## src/rtl/bin_to_bcd_seq.sv

```systemverilog
// Sequential binary-to-BCD converter using shift-add-3, one input bit per clock.
// bcd_out is only written when a conversion completes, so a scanned display never shows partial digits.
module bin_to_bcd_seq #(
    parameter int WIDTH  = 8,
    parameter int DIGITS = 4
) (
    input  logic                clk,
    input  logic                rst,
    input  logic [WIDTH-1:0]    number,
    input  logic                signed_mode,
    input  logic                start,
    input  logic                auto_en,
    output logic                busy,
    output logic                done,
    output logic [4*DIGITS-1:0] bcd_out
);
    localparam int BW = 4 * DIGITS;
    localparam int CW = $clog2(WIDTH + 1);

    typedef enum logic [1:0] {IDLE, LOAD, SHIFT, DONE} state_t;

    state_t          r_state;
    logic [WIDTH-1:0] r_num;
    logic            r_sgn;
    logic            r_neg;
    logic [WIDTH-1:0] r_mag;
    logic [BW-1:0]   r_bcd;
    logic [CW-1:0]   r_cnt;

    logic            w_neg;
    logic [BW-1:0]   w_adj;

    assign w_neg = r_sgn & r_num[WIDTH-1];

    // Add-3 correction on every digit that would overflow past 9 once doubled.
    always_comb begin
        w_adj = r_bcd;
        for (int unsigned d = 0; d < DIGITS; d++) begin
            if (r_bcd[4*d +: 4] >= 4'd5)
                w_adj[4*d +: 4] = r_bcd[4*d +: 4] + 4'd3;
        end
    end

    always_ff @(posedge clk or posedge rst) begin
        if (rst) begin
            r_state <= IDLE;
            r_num   <= '0;
            r_sgn   <= 1'b0;
            r_neg   <= 1'b0;
            r_mag   <= '0;
            r_bcd   <= '0;
            r_cnt   <= '0;
            busy    <= 1'b0;
            done    <= 1'b0;
            bcd_out <= '0;
        end else begin
            done <= 1'b0;
            case (r_state)
                IDLE: begin
                    if (start || auto_en) begin
                        r_num   <= number;
                        r_sgn   <= signed_mode;
                        busy    <= 1'b1;
                        r_state <= LOAD;
                    end
                end
                LOAD: begin
                    // The most negative value negates to itself, which read unsigned is the right magnitude.
                    r_neg   <= w_neg;
                    r_mag   <= w_neg ? (~r_num + 1'b1) : r_num;
                    r_bcd   <= '0;
                    r_cnt   <= '0;
                    r_state <= SHIFT;
                end
                SHIFT: begin
                    r_bcd <= {w_adj[BW-2:0], r_mag[WIDTH-1]};
                    r_mag <= {r_mag[WIDTH-2:0], 1'b0};
                    r_cnt <= r_cnt + 1'b1;
                    if (r_cnt == CW'(WIDTH - 1))
                        r_state <= DONE;
                end
                DONE: begin
                    bcd_out <= r_neg ? {4'hA, r_bcd[BW-5:0]} : r_bcd;
                    done    <= 1'b1;
                    busy    <= 1'b0;
                    r_state <= IDLE;
                end
                default: r_state <= IDLE;
            endcase
        end
    end

endmodule

```

## config.mk

```make
export PLATFORM = sky130hd
export DESIGN_NAME = bin_to_bcd_seq
export DESIGN_NICKNAME = d
export VERILOG_FILES = /design/src/rtl/bin_to_bcd_seq.sv
export SDC_FILE = /design/constraint.sdc
export NUM_CORES = 1
export LEC_CHECK = 0
export CAP_MARGIN = 25
export CORE_UTILIZATION = 50
export CTS_BUF_LIST = sky130_fd_sc_hd__clkbuf_4 sky130_fd_sc_hd__clkbuf_8 sky130_fd_sc_hd__clkbuf_16
export DETAILED_ROUTE_END_ITERATION = 16
export PLACE_DENSITY = 0.78
export SYNTH_ARGS = -nofsm -noshare
export SYNTH_HDL_FRONTEND = slang
export SYNTH_SLANG_ARGS = --single-unit
```

## constraint.sdc

```tcl
create_clock -name clk -period 2.35 [get_ports clk]
set_clock_uncertainty 0.1 [all_clocks]
set_input_delay 0.47 -clock clk [delete_from_list [all_inputs] [get_ports clk]]
set_output_delay 0.47 -clock clk [all_outputs]
set_load 0.1 [all_outputs]
```

==> impl_metrics.toml <==
[outcome]
status = "completed"

[timing]
fin_crit_sh = 0.788
min_period_ns = 1.85
finalSetupViolCount = 0
whs_ns = 0.279
final_hold_viol_count = 0
slew_headroom = 0.567
setup_ws_ns = 0.498
maxSlewViolCount = 0
max_freq_ghz = 0.540
worstMarginPinSlew_ns = 0.649
setup_tns_ns = 0
rsz0062_at_grt = "no"

[placed_design]
place_congestion = 0.768
port_buffers = 30
place_area_mm2 = 0.00322
place_ws_ns = 0.434
hpwl_mm = 3.55

[floorplan]
io_pins = 31
start_util = 0.522
rows = 27
die_w_um = 77.8
core_region_area_mm2 = 0.00551
fp.dieH_um = 77.8
die_area_mm2 = 0.00605

[detailed_routing]
routed_wl_mm = 5.22
wl_per_cell_um = 14.2
drc = 0
first_iter_violations = 130
route.vias.total = 1972
via_per_inst = 5.36
ant_nets = 0
dr.pass1.iters = 4

[finish]
area_growth_pct = 19.8
fillers = 438
diodes = 0
final_util = 0.625
nets = 319
final_area_mm2 = 0.00344
drive_above_1_share = 0.270

[worst_hold_path]
hp-class = "in2async"

[cts]
htree_levels = 3
ctsResizeCount = 0
clock_latency_ns = 0.34
cts.sinks = 58
cts_root_buf = "clkbuf_8"
cts_hold_buf = 0
path_clk_slew_ns = 0.06
post_cts_buffers = 0
tritoncts = "yes"
clockBufferDepth = 2
numCtsBuffers = 9

[power]
combPwrFrac = 0.447
clockPowerShare = 0.223
p_leak_nw = 1.57
p_per_area_mw_per_mm2 = 1320
sequentialPowerShare = 0.331
ir_worst_vdd_v = 0.000972
switching_share = 0.431
p_int_mw = 2.58
p_sw_mw = 1.96

[worst_setup_path]
r2r_slack_ns = 0.50
critPathLaunchType = "register"
required_ns = 2.46
crit_fanout = 24
end_kind = "register"
arrival_ns = 1.97
rr_startpoint = "r_state[0]"
crit_path_start = "r_state[0]"
cp-endpoint = "r_cnt[3]"
crit_type = "reg2reg"
r2r_cells = 6
reg2reg_to = "r_cnt[3]"

[logic_synthesis]
synthCells = 254
syn_avg_cell_area_um2 = 11.3
ys_types = 41
synth_nets = 282
synth-seq-cells = 58
ys.flop_type = "dfrtp_1"
synthesis.area_mm2 = 0.00287
ys_warn_count = 0
async_flop_share = 1.00
synth_edf_count = 0
ys_seq_area_frac = 0.505

[global_route]
grt_max_degree = 48
grt_pass1_vias = 1950
grt_pass1_wl_mm = 8.98
grt-ovfl-total = 0
track_usage = 0.195
antenna_found_initial = 0

[run]
maxCapViolCount = 0
==> layer usage <==
metal,wire (um),part of all wire,track usage,vias up
met5,0,0,0,-
met4,148,0.028,0.125,0
met1,2470,0.47,0.250,956
li1,-,-,-,972
met3,171,0.033,0.0365,10
met2,2430,0.47,0.303,34
==> cells by family after synthesis <==
group / share of synthesized area
mux: 0.0997
xor+xnor: 0.0244
compound gates: 0.159
fa+ha+maj: 0.0653
flops: 0.505
buf+inv: 0.0431
simple gates: 0.104
==> how the worst min path moves through the flow <==
stage,startpoint,end,cells past startpoint
6_report,rst,bcd_out[0],2
5_1_grt,rst,bcd_out[0],2
4_1_cts,rst,bcd_out[0],2
3_5_place_dp,r_mag[0],r_mag[0],1
3_3_place_gp,r_mag[0],r_mag[0],1
2_1_floorplan,r_neg,bcd_out[12],1
==> state kept, by name (all words and copies together), names as in the netlist <==
| register | count |
|---|---|
| r_neg | 1 |
| r_sgn | 1 |
| done | 1 |
| busy | 1 |
| r_mag | 8 |
| r_state | 2 |
| r_bcd | 16 |
| r_cnt | 4 |
| r_num | 8 |
| bcd_out | 16 |
==> worst max-delay path: stages (launching register included) <==
cell     delay, ns
dfrtp_1       0.39
inv_1         0.09
ha_1          0.42
inv_2         0.39
nor3_1        0.11
a21oi_1       0.13
o22ai_1       0.09
==> Yosys cell counts, drive strengths merged (5+ instances only) <==
cell type / instances / area share
dfrtp: 58 / 0.51
inv: 23 / 0.030
mux2: 21 / 0.082
o21ai: 20 / 0.039
nand2: 18 / 0.024
ha: 15 / 0.065
a21oi: 12 / 0.031
nor3: 10 / 0.021
nor2: 7 / 0.013
o22ai: 7 / 0.015
xnor2: 7 / 0.021
buf: 6 / 0.010
nand3: 6 / 0.010
a22o: 5 / 0.015
mux2i: 5 / 0.017
nor3b: 5 / 0.017
==> per-stage QoR <==
stage	std cells	total power [mW]
floorplan	254	3.11
global placement	352	3.49
detailed placement	352	3.54
CTS	368	4.58
global route	368	4.82
finish	368	4.54
==> cells in the final DEF (no fill, tap or decap), types with 9 or more instances in the layout <==
cell type	count
nand2_1	17
o21ai_0	17
mux2_2	21
clkdlybuf4s50_1	12
buf_4	21
dfrtp_1	58
ha_1	15
nor3_1	9
clkbuf_8	10
inv_1	20
==> final cells by class <==
cell class              count  area, um^2  share of cell area
repair buffers             34         298              0.0865
clock buffers              10         138              0.0400
inverters                  23        86.3              0.0251
clock inverters             6        80.1              0.0233
flip-flops and latches     58        1450               0.422
multi-input cells         165        1300               0.377
well taps                  72        90.1              0.0262
==> power groups by stage <==
stage / clock network [mW] / registers (mW) / logic (mW)
floorplan: 0 / 1.87 / 1.24
global route: 1.07 / 1.53 / 2.21
CTS: 1.03 / 1.50 / 2.04
global placement: 0 / 1.51 / 1.98
detailed placement: 0 / 1.52 / 2.03
finish: 1.01 / 1.50 / 2.03
Power figures use the tool's default switching activity.
